<file path="config.mk">
export PLATFORM = sky130hd
export DESIGN_NAME = dff_bank_arbiter_flat
export DESIGN_NICKNAME = d
export VERILOG_FILES = /design/src/rtl/dff_bank_pkg.sv /design/src/rtl/dff_bank_arbiter_if.sv /design/src/rtl/rr_picker.sv /design/src/rtl/dff_bank_arbiter.sv /design/src/flat_wrapper.sv
export SDC_FILE = /design/constraint.sdc
export NUM_CORES = 1
export LEC_CHECK = 0
export CAP_MARGIN = 10
export CORE_MARGIN = 8
export CORE_UTILIZATION = 45
export DETAILED_ROUTE_END_ITERATION = 8
export GPL_ROUTABILITY_DRIVEN = 0
export PLACE_DENSITY = 0.85
export SLEW_MARGIN = 20
export SYNTH_ARGS = -nofsm -noshare
export SYNTH_HDL_FRONTEND = slang
export SYNTH_HIERARCHICAL = 1
export SYNTH_SLANG_ARGS = --single-unit
</file>
<file path="constraint.sdc">
create_clock -name clk -period 3.3 [get_ports clk]
set_clock_uncertainty 0.05 [all_clocks]
set_input_delay 0.66 -clock clk [delete_from_list [all_inputs] [get_ports clk]]
set_output_delay 0.66 -clock clk [all_outputs]
set_load 0.1 [all_outputs]
</file>
<file path="src/rtl/dff_bank_pkg.sv">
// rtl/dff_bank_pkg.sv - shared constants for the arbitrated flip-flop bank
package dff_bank_pkg;

    localparam int DEF_N_REQ = 4;
    localparam int DEF_WIDTH = 8;

    typedef logic [1:0] opcode_t;

    localparam opcode_t OP_LOAD   = 2'b00;
    localparam opcode_t OP_SET    = 2'b01;
    localparam opcode_t OP_CLEAR  = 2'b10;
    localparam opcode_t OP_TOGGLE = 2'b11;

    typedef logic [1:0] state_t;

    localparam state_t ST_IDLE     = 2'd0;
    localparam state_t ST_APPLY    = 2'd1;
    localparam state_t ST_WAIT_REL = 2'd2;

endpackage

</file>
<file path="src/rtl/dff_bank_arbiter_if.sv">
// rtl/dff_bank_arbiter_if.sv - requester-side bus of the bank arbiter
interface dff_bank_arbiter_if
    import dff_bank_pkg::*;
#(
    parameter int N_REQ = DEF_N_REQ,
    parameter int WIDTH = DEF_WIDTH
) ();

    logic [N_REQ-1:0]       req;
    logic [2*N_REQ-1:0]     op;
    logic [N_REQ*WIDTH-1:0] wdata;
    logic [N_REQ-1:0]       gnt;
    logic [WIDTH-1:0]       q;
    logic                   busy;
    logic                   upd;

    modport master (
        output req, op, wdata,
        input  gnt, q, busy, upd
    );

    modport slave (
        input  req, op, wdata,
        output gnt, q, busy, upd
    );

endinterface

</file>
<file path="src/rtl/rr_picker.sv">
// rtl/rr_picker.sv - combinational round-robin selector starting the scan at ptr
module rr_picker #(
    parameter int N_REQ = 4,
    parameter int WIN_W = $clog2(N_REQ)
) (
    input  logic [N_REQ-1:0] req,
    input  logic [WIN_W-1:0] ptr,
    output logic [WIN_W-1:0] win,
    output logic             valid
);

    localparam logic [WIN_W:0] N_W = (WIN_W+1)'(N_REQ);

    logic [2*N_REQ-1:0] dbl;
    logic [N_REQ-1:0]   rot;
    logic [WIN_W:0]     sum;

    always_comb begin
        // rotate so bit 0 is the requester at ptr; lowest set bit is the winner
        dbl   = {req, req} >> ptr;
        rot   = dbl[N_REQ-1:0];
        valid = |rot;
        sum   = '0;
        for (int k = N_REQ - 1; k >= 0; k--) begin
            if (rot[k]) begin
                sum = {1'b0, ptr} + (WIN_W+1)'(k);
            end
        end
        if (sum >= N_W) begin
            sum = sum - N_W;
        end
        win = sum[WIN_W-1:0];
    end

endmodule

</file>
<file path="src/rtl/dff_bank_arbiter.sv">
// rtl/dff_bank_arbiter.sv - round-robin arbiter applying one op per handshake to a flop bank
module dff_bank_arbiter
    import dff_bank_pkg::*;
#(
    parameter int N_REQ = DEF_N_REQ,
    parameter int WIDTH = DEF_WIDTH
) (
    input  logic              clk,
    input  logic              rst,
    dff_bank_arbiter_if.slave bus
);

    localparam int              WIN_W = $clog2(N_REQ);
    localparam logic [WIN_W-1:0] LAST = WIN_W'(N_REQ - 1);

    state_t           state;
    logic [WIN_W-1:0] win;
    logic [WIN_W-1:0] ptr;
    logic [WIN_W-1:0] pick;
    logic             pick_valid;
    logic [N_REQ-1:0] gnt;
    logic [WIDTH-1:0] q;
    logic             upd;
    opcode_t          op_sel;
    logic [WIDTH-1:0] data_sel;
    logic             req_win;

    rr_picker #(
        .N_REQ (N_REQ),
        .WIN_W (WIN_W)
    ) u_picker (
        .req   (bus.req),
        .ptr   (ptr),
        .win   (pick),
        .valid (pick_valid)
    );

    always_comb begin
        op_sel   = OP_LOAD;
        data_sel = '0;
        req_win  = 1'b0;
        for (int i = 0; i < N_REQ; i++) begin
            if (win == WIN_W'(i)) begin
                op_sel   = bus.op[2*i +: 2];
                data_sel = bus.wdata[WIDTH*i +: WIDTH];
                req_win  = bus.req[i];
            end
        end
    end

    always_ff @(posedge clk or posedge rst) begin
        if (rst) begin
            state <= ST_IDLE;
            win   <= '0;
            ptr   <= '0;
            gnt   <= '0;
            q     <= '0;
            upd   <= 1'b0;
        end else begin
            upd <= 1'b0;
            case (state)
                ST_IDLE: begin
                    if (pick_valid) begin
                        win   <= pick;
                        gnt   <= N_REQ'(1) << pick;
                        state <= ST_APPLY;
                    end
                end
                ST_APPLY: begin
                    // committed at arbitration: applied even if req already dropped
                    case (op_sel)
                        OP_LOAD:  q <= data_sel;
                        OP_SET:   q <= '1;
                        OP_CLEAR: q <= '0;
                        default:  q <= ~q;
                    endcase
                    upd   <= 1'b1;
                    ptr   <= (win == LAST) ? '0 : win + WIN_W'(1);
                    state <= ST_WAIT_REL;
                end
                ST_WAIT_REL: begin
                    if (!req_win) begin
                        gnt   <= '0;
                        state <= ST_IDLE;
                    end
                end
                default: begin
                    gnt   <= '0;
                    state <= ST_IDLE;
                end
            endcase
        end
    end

    assign bus.gnt  = gnt;
    assign bus.q    = q;
    assign bus.upd  = upd;
    assign bus.busy = (state != ST_IDLE);

endmodule

</file>
<file path="src/flat_wrapper.sv">
// flat-port wrapper written by rule: the top's interface ports become plain ports
module dff_bank_arbiter_flat import dff_bank_pkg::*;
#(
    parameter int N_REQ = DEF_N_REQ,
    parameter int WIDTH = DEF_WIDTH
)
  (clk, rst, bus_req, bus_op, bus_wdata, bus_gnt, bus_q, bus_busy, bus_upd);
  dff_bank_arbiter_if #(.N_REQ(N_REQ), .WIDTH(WIDTH)) bus_i ();
  input  logic clk;
  input  logic rst;
  input wire logic [$bits(bus_i.req)-1:0] bus_req;
  input wire logic [$bits(bus_i.op)-1:0] bus_op;
  input wire logic [$bits(bus_i.wdata)-1:0] bus_wdata;
  output wire logic [$bits(bus_i.gnt)-1:0] bus_gnt;
  output wire logic [$bits(bus_i.q)-1:0] bus_q;
  output wire logic [$bits(bus_i.busy)-1:0] bus_busy;
  output wire logic [$bits(bus_i.upd)-1:0] bus_upd;
  assign bus_i.req = bus_req;
  assign bus_i.op = bus_op;
  assign bus_i.wdata = bus_wdata;
  assign bus_gnt = bus_i.gnt;
  assign bus_q = bus_i.q;
  assign bus_busy = bus_i.busy;
  assign bus_upd = bus_i.upd;
  dff_bank_arbiter #(.N_REQ(N_REQ), .WIDTH(WIDTH)) u_core (.clk(clk), .rst(rst), .bus(bus_i));
endmodule
</file>
=== Word level (Yosys, flattened, before mapping) ===
Cells that the tools add are included.

* Equal/unequal tests: 9
* Add/subtract/negate cells: 5
* Shifts and indexed selects: 2
* Reduce and logical (&&, ||, !) cells: 8
* Mux-type cells: 26
* Bitwise operators: 2
* Order comparisons: 1

{| class="wikitable"
|+ Operator list
! kind !! count
|-
| $mux W8 || 4
|-
| $pmux W8 S3 || 1
|-
| $mux W2 || 8
|-
| $mux W3 || 4
|-
| $pmux W4 S3 || 1
|-
| $eq A2 B2 Y1 const B || 4
|-
| $mux W4 || 2
|-
| $not A8 Y8 || 1
|-
| $shr A8 B2 Y4 || 1
|-
| $add A2 B2 Y3 const B || 2
|-
| $eq A2 B1 Y1 const B || 3
|-
| $logic_not A2 Y1 || 3
|-
| $pmux W2 S3 || 1
|-
| $mux W1 || 5
|-
| $reduce_and A2 Y1 || 2
|-
| $reduce_or A4 Y1 || 1
|-
| $shl A1 B2 Y4 const A || 1
|-
| $add A2 B1 Y3 const B || 1
|-
| $ge A3 B3 Y1 const B || 1
|-
| $reduce_and A3 Y1 || 1
|-
| $add A2 B1 Y2 const B || 1
|-
| $ne A2 B1 Y1 const B || 1
|-
| $ne A2 B2 Y1 const B || 1
|-
| $reduce_bool A2 Y1 || 1
|-
| other kinds (2) || 2
|}

* Output and inout port bits: 14
* Register bits after elaboration: 19
* Word-level logic and storage cells: 59

=== Logic depth before layout (Yosys ltp) ===
Gate-level depths: netlist of the first run.

* Depth in word-level cells: 10
* Depth in mapped cells: 7

=== By module ===
The synthesis of the first run kept the hierarchy.

{| class="wikitable"
|+ Modules (own cells, without submodules)
! module !! area each (µm²) !! times used !! cells each
|-
| dff_bank_arbiter || 1,271.2 || 1 || 142
|-
| rr_picker || 77.6 || 1 || 15
|}

=== Worst setup path before layout of the first run ===
Ideal clock, no wire load.

* Path kind: reg2reg
* Start: register u_core.win[0]
* End: register u_core.q[1], in the netlist u_core/bus.q[1]
* Path slack: 1,502 ps
* Period minus slack after synthesis: 1,798 ps
* Data arrival time: 1,657 ps
* Cell stages (with the launch flop): 8
* Setup time: 90 ps
* Cells stage by stage: dfrtp_1 > inv_1 > ha_1 > or2_1 > buf_6 > a221oi_4 > nor2_4 > o221ai_1

* Longest elaborated chain between the ends: 7

{| class="wikitable"
|+ RTL lines
! what !! line !! source
|-
| from (decl) || dff_bank_arbiter.sv:17 || <nowiki>logic [WIN_W-1:0] win;</nowiki>
|-
| from (signal assigned) || dff_bank_arbiter.sv:64 || <nowiki>win <= pick;</nowiki>
|-
| $logic_not A2 Y1 || dff_bank_arbiter.sv:43 || <nowiki>if (win == WIN_W'(i)) begin</nowiki>
|-
| $mux W2 (4 in series) || dff_bank_arbiter.sv:43 ||
|-
| $eq A2 B2 Y1 (tied with other cells) || dff_bank_arbiter.sv:71 || <nowiki>case (op_sel)</nowiki>
|-
| $pmux W8 S3 * || dff_bank_arbiter.sv:71 ||
|-
| to (signal assigned) || dff_bank_arbiter.sv:72 || <nowiki>OP_LOAD: q <= data_sel;</nowiki>
|-
| to (signal assigned) || dff_bank_arbiter.sv:75 || <nowiki>default: q <= ~q;</nowiki>
|-
| to (decl) || dff_bank_arbiter.sv:22 || <nowiki>logic [WIDTH-1:0] q;</nowiki>
|}

Mark *: on every way between the ends. The rest lies on a longest branch, timed or not.
A chain may end at the register's enable or synchronous reset.

=== Worst setup path in the final report of the first run ===
* Start: register u_core.win[1]
* End: register u_core.q[6], in the netlist u_core/bus.q[6]

Same word-level chain as after synthesis.

==> qor.csv, run 1 <==
metric,value,unit
Slew headroom,0.425,
total gr overflow,0,
sequential power share,0.205,
"Seq/Total Area, Yosys",0.353,
Total Routing Usage GR,0.172,
CTS Buffer Depth,2,
syn nets,207,
power per cell area,1130,nW/µm²
total number of H-tree levels,1,
first-pass GRT wire length,6980,µm
final worst path period need,2.61,ns
drt initial violations,144,
number of distinct library cells after synthesis,36,
Post-Route WL,4390,µm
Combinational Power Share,0.735,
setup_tns,0,ns
max-cap violations,0,
nature of the critical path endpoint,flip-flop,
detailed placement HPWL,3440,µm
design area,1940,µm²
min-delay worst type,reg2reg,
Avg WL per Cell,17.9,µm
Fin. Hold Viols,0,
# clock sinks,19,
net switching power,0.00134,W
via/cell ratio,5.91,
Routed Antenna Nets,0,
CTS buffer count,3,
Setup-failing EPs final,0,
Worst setup SP type,flip-flop,
critical path type,reg2reg,
# hold bufs at CTS,0,
Die X-Extent,70.7,µm
Residual DRC,0,
fin nets,264,
via count,1454,
CP arrival,2.74,ns
Placed Area,1910,µm²
outcome,"complete, no violations",
Ys Warns,6,
power share of the clock group,0.059,
unrepaired setup endpoints after global routing,false,
Clock Pin Slew Worst Setup and Hold Paths,0.13,ns
number of I/O port buffers,59,
crit path max fanout,14,
row count,20,
Sw Share,0.609,
Die Height,70.7,µm
fin crit share,0.789,
initial antenna violation count,0,
WHS Path Cells,1,
pin count of the biggest net entering global routing,20,
vias in the first global route,1462,
cts repair resizes,0,
die area,5000,µm²
Initial Utilization,0.457,
Post-CTS Setup Bufs,0,
Reg2Reg Depth,6,
hold slack,0.492,ns
CORE AREA,2950,µm²
Layout area overhead,43.6,%
worst vdd ir,0.730,mV
Pint,0.000858,W
Seq cells post-synth,19,
num ports,60,
worst-margin pin slew,0.860,ns
Root Buffer,clkbuf_4,
Syn Inst Count,157,
Initial DRT Pass Iterations,6,
Leak,0.808,nW
CTS tree,built,
"commonest non-fill, non-tap cell in the layout",clkdlybuf4s50_1,
worst skew pair latency,0.31,ns
Critical Path RT,3.43,ns
Fmax,384,MHz
Antenna diodes,0,
layout cells sized above 1,0.131,
syn_area_per_cell,8.59,µm²
most frequent cells in the layout,"45 x clkdlybuf4s50_1, 19 x dfrtp_1, 15 x nand2_1, 14 x buf_4, 14 x inv_1",
Synth Cell Area,1350,µm²
Final Slew Violations,0,
[per-stage QoR]
step            util  cells  power [W]  setup slack [ns]
5_1_grt        0.656    246    0.00232             0.632
6_report       0.656    246    0.00220             0.695
3_5_place_dp   0.646    242    0.00205             0.797
3_3_place_gp   0.646    242    0.00201             0.913
4_1_cts        0.656    246    0.00219             0.768
2_1_floorplan      -    157    0.00170              1.50
[power groups by stage]
stage	Combinational, W	Clock, W	Sequential [W]
2_1_floorplan	0.000739	0	0.000964
3_3_place_gp	0.00156	0	0.000446
3_5_place_dp	0.00160	0	0.000454
4_1_cts	0.00160	0.000134	0.000448
5_1_grt	0.00171	0.000145	0.000467
6_report	0.00161	0.000130	0.000451
[cell families (layout without fill, tap and decap cells)]
logic type | Yosys count | count (layout) | share of synthesized area
and+or+nand+nor | 58 | 58 | 0.236
AOI/OAI and AO/OA | 54 | 54 | 0.304
buffers and inverters | 22 | 78 | 0.0705
DFF | 19 | 19 | 0.353
adders and majority gates | 4 | 4 | 0.0371
[critical path, cell delays in order (launching register included)]
cell and delay (ns):
dfrtp_1 0.40, inv_1 0.08, ha_1 0.39, nor2b_1 0.75
a221oi_4 0.25, o32ai_1 0.41, o211ai_1 0.14
[final cells by class]
class | instances | area [µm²]
clock inverters | 1 | 7.51
repair buffers | 59 | 556
fillers | 256 | 1020
inverters | 15 | 56.3
clock buffers | 3 | 22.5
flip-flops and latches | 19 | 475
multi-input cells | 116 | 778
well taps | 33 | 41.3
[per-layer routing]
| layer | routed length [µm] | GRT usage | share of wire | vias to the layer above |
|---|---|---|---|---|
| li1 | - | - | - | 693 |
| met1 | 1730 | 0.202 | 0.39 | 695 |
| met2 | 2290 | 0.300 | 0.52 | 64 |
| met3 | 344 | 0.0353 | 0.078 | 2 |
| met4 | 36 | 0.0600 | 0.0082 | 0 |
| met5 | 0 | 0 | 0 | - |
[sequential cells by signal, indices dropped and copies added, names as in the netlist]
register and count:
u_core/bus.gnt 4, u_core/bus.upd 1, u_core/win 2, u_core/state 2, u_core/ptr 2, u_core/bus.q 8
[synthesized netlist by cell type]
library cell / n / area share
a2111oi_2: 1 / 0.011
a21oi_1: 10 / 0.037
a221o_1: 1 / 0.0074
a221oi_1: 9 / 0.058
a221oi_4: 1 / 0.019
and2_2: 1 / 0.0056
and3_2: 1 / 0.0056
buf_2: 4 / 0.015
buf_6: 1 / 0.0083
clkbuf_1: 2 / 0.0056
dfrtp_1: 19 / 0.35
ha_1: 4 / 0.037
inv_1: 14 / 0.039
inv_2: 1 / 0.0028
nand2_1: 15 / 0.042
nand2b_1: 3 / 0.014
nand2b_4: 1 / 0.010
nand3_1: 1 / 0.0037
nand3b_1: 2 / 0.011
nor2_1: 12 / 0.033
nor2_4: 1 / 0.0083
nor2b_1: 3 / 0.014
nor3_1: 1 / 0.0037
nor3b_1: 6 / 0.033
o211ai_1: 5 / 0.028
o21a_1: 1 / 0.0056
o21ai_0: 11 / 0.041
o21ai_1: 1 / 0.0037
o221ai_1: 5 / 0.032
o22ai_2: 1 / 0.0093
o2bb2ai_1: 3 / 0.019
o31ai_1: 1 / 0.0056
o32ai_1: 4 / 0.026
or2_1: 1 / 0.0046
or2_2: 2 / 0.0093
or3_1: 8 / 0.037
[final timing paths]
| kind | start | to | slack (ns) |
|---|---|---|---|
| max reg2reg | u_core/win[1] | u_core/bus.q[6] | 0.69 |
| max in group asynchronous | rst | u_core/bus.q[1] | 2.02 |
| max | u_core/win[1] | u_core/bus.q[6] | 0.69 |
| min in group asynchronous | rst | u_core/ptr[1] | 0.71 |
| min reg2reg | u_core/bus.gnt[1] | u_core/bus.gnt[1] | 0.49 |
| min | u_core/bus.gnt[1] | u_core/bus.gnt[1] | 0.49 |
(Power assumes the default switching activity.)
==> run 2, diff against run 1 <==
--- a/config.mk
+++ b/config.mk
@@ -7,10 +7,10 @@
 export LEC_CHECK = 0
 export CAP_MARGIN = 10
 export CORE_MARGIN = 8
-export CORE_UTILIZATION = 45
+export CORE_UTILIZATION = 38
 export DETAILED_ROUTE_END_ITERATION = 8
 export GPL_ROUTABILITY_DRIVEN = 0
-export PLACE_DENSITY = 0.85
+export PLACE_DENSITY = 0.77
 export SLEW_MARGIN = 20
 export SYNTH_ARGS = -nofsm -noshare
 export SYNTH_HDL_FRONTEND = slang
==> constraint.sdc (replaced) <==
create_clock -name clk -period 2.2 [get_ports clk]
set_clock_uncertainty 0.05 [all_clocks]
set_input_delay 0.44 -clock clk [delete_from_list [all_inputs] [get_ports clk]]
set_output_delay 0.44 -clock clk [all_outputs]
set_load 0.1 [all_outputs]
==> qor.csv, run 2 (synthesis results as in run 1) <==
metric,value,unit
outcome,"complete, no violations",
max reg flops,8,
Leak,0.847,nW
Worst path depth,7,
Fin. Hold Viols,0,
Antenna diodes,0,
Avg WL per Cell,16.8,µm
row count,21,
detailed placement HPWL,3570,µm
Die Height,75.6,µm
Reg2Reg Depth,7,
CP cell instances,inv_1 -> ha_1 -> or2_1 -> a221oi_4 -> buf_12 -> nor2_4 -> o221ai_1,
M1 wire length,1730,µm
Final Slew Violations,0,
number of I/O port buffers,59,
Root Buffer,clkbuf_4,
post-placement cell count,261,
CTS tree,built,
Initial Utilization,0.401,
initial antenna violation count,0,
CTS buffer count,3,
Initial DRT Pass Iterations,4,
Clock Pin Slew Worst Setup and Hold Paths,0.12,ns
top routing layer used,met4,
num ports,60,
final worst path period need,2.04,ns
WL met3,373,µm
nature of the critical path endpoint,flip-flop,
via/cell ratio,5.50,
CP startpoint,u_core/win[0],
Total Routing Usage GR,0.157,
fin crit share,0.928,
"commonest non-fill, non-tap cell in the layout",clkdlybuf4s50_1,
total number of H-tree levels,1,
top flop regs,"u_core/bus.q (8), u_core/bus.gnt (4)",
metal2 WL,2310,µm
first-pass GRT wire length,6910,µm
Reg with most FFs,u_core/bus.q,
min-delay worst type,in2async,
Fmax,490,MHz
sum of buffers and inverters on the critical path,2,
Worst setup SP type,flip-flop,
total of fill cells in the finished design,309,
die area,5710,µm²
Slowest cell on crit path,dfrtp_1,
# hold bufs at CTS,0,
drt initial violations,144,
worst vdd ir,0.712,mV
critical path type,reg2reg,
R2R setup slack,0.16,ns
vias in the first global route,1464,
post-layout instance count excluding filler cells,266,
hold slack,0.401,ns
"slowest stage delay, CP",0.42,ns
setup_tns,0,ns
via count,1464,
Die X-Extent,75.6,µm
Worst Setup EP,u_core/bus.q[7],
Layout area overhead,49.6,%
Residual DRC,0,
total gr overflow,0,
Reg2Reg Launch Point,u_core/win[0],
max-cap violations,0,
r2r endpoint,u_core/bus.q[7],
fin nets,271,
CTS Buffer Depth,2,
Slew headroom,0.655,
Setup-failing EPs final,0,
worst skew pair latency,0.31,ns
CP arrival,2.21,ns
Post-Route WL,4460,µm
Critical Path RT,2.37,ns
power per cell area,1680,nW/µm²
Routed Antenna Nets,0,
CORE AREA,3360,µm²
cts repair resizes,0,
most frequent cells in the layout,"45 x clkdlybuf4s50_1, 20 x buf_4, 19 x dfrtp_1, 15 x nand2_1, 14 x inv_1",
# clock sinks,19,
worst-margin pin slew,0.518,ns
"CP delay by family, top",compound AO/OA/AOI/OAI gates,
layout cells sized above 1,0.159,
unrepaired setup endpoints after global routing,false,
pin count of the biggest net entering global routing,20,
Post-CTS Setup Bufs,0,
crit path max fanout,9,
run 2: cell count changes in the layout (fill, tap and decap cells not counted), sizes merged:
cell,before,now
buf,14,21
run 2: how the worst min path moves through the flow:
stage / from / end / slack [ns] / depth (start not counted)
2_1_floorplan: rst / u_core/bus.gnt[0] / 0.34 / 1
3_3_place_gp: u_core/bus.q[7] / u_core/bus.q[7] / 0.44 / 2
3_5_place_dp: u_core/bus.q[7] / u_core/bus.q[7] / 0.45 / 2
4_1_cts: rst / u_core/ptr[1] / 0.41 / 3
5_1_grt: rst / u_core/ptr[1] / 0.41 / 3
6_report: rst / u_core/ptr[1] / 0.40 / 3
run 2: stage by stage:
stage / utilization / power, W / worst slack, ns / area [µm²]
after global placement: 0.585 / 0.00308 / 0.0993 / 1970
final: 0.600 / 0.00339 / 0.158 / 2020
after detailed placement: 0.585 / 0.00314 / 0.0418 / 1970
after CTS: 0.594 / 0.00333 / 0.0740 / 2000
after global routing: 0.600 / 0.00360 / 0.0311 / 2020
after floorplan: - / 0.00256 / 0.402 / 1350
run 2: report_power, final:
group / internal (W) / switching (W)
Clock: 0.0000693 / 0.000120
Combinational: 0.000797 / 0.00174
Sequential: 0.000521 / 0.000151
run 2: worst register-to-register path, delay by kind of cell, from the launching register on:
family,cells,cell delay [ns]
DFF,1,0.42
AOI/OAI and AO/OA,2,0.50
adders and majority gates,1,0.27
buffers and inverters,2,0.27
and+or+nand+nor,2,0.45
run 2: area by class of cell:
class	count	area (µm²)	area share
sequential	19	475	0.236
multi-input combinational	116	778	0.386
tap	46	57.6	0.0285
inverter	15	56.3	0.0279
clock inverter	1	7.51	0.00372
clock buffer	3	22.5	0.0112
timing repair buffer	66	621	0.308
run 2: metal layers:
| layer | global-route usage | up-vias |
|---|---|---|
| met4 | 0.0448 | 0 |
| met2 | 0.281 | 57 |
| li1 | - | 704 |
| met5 | 0 | - |
| met3 | 0.0395 | 7 |
| met1 | 0.179 | 696 |
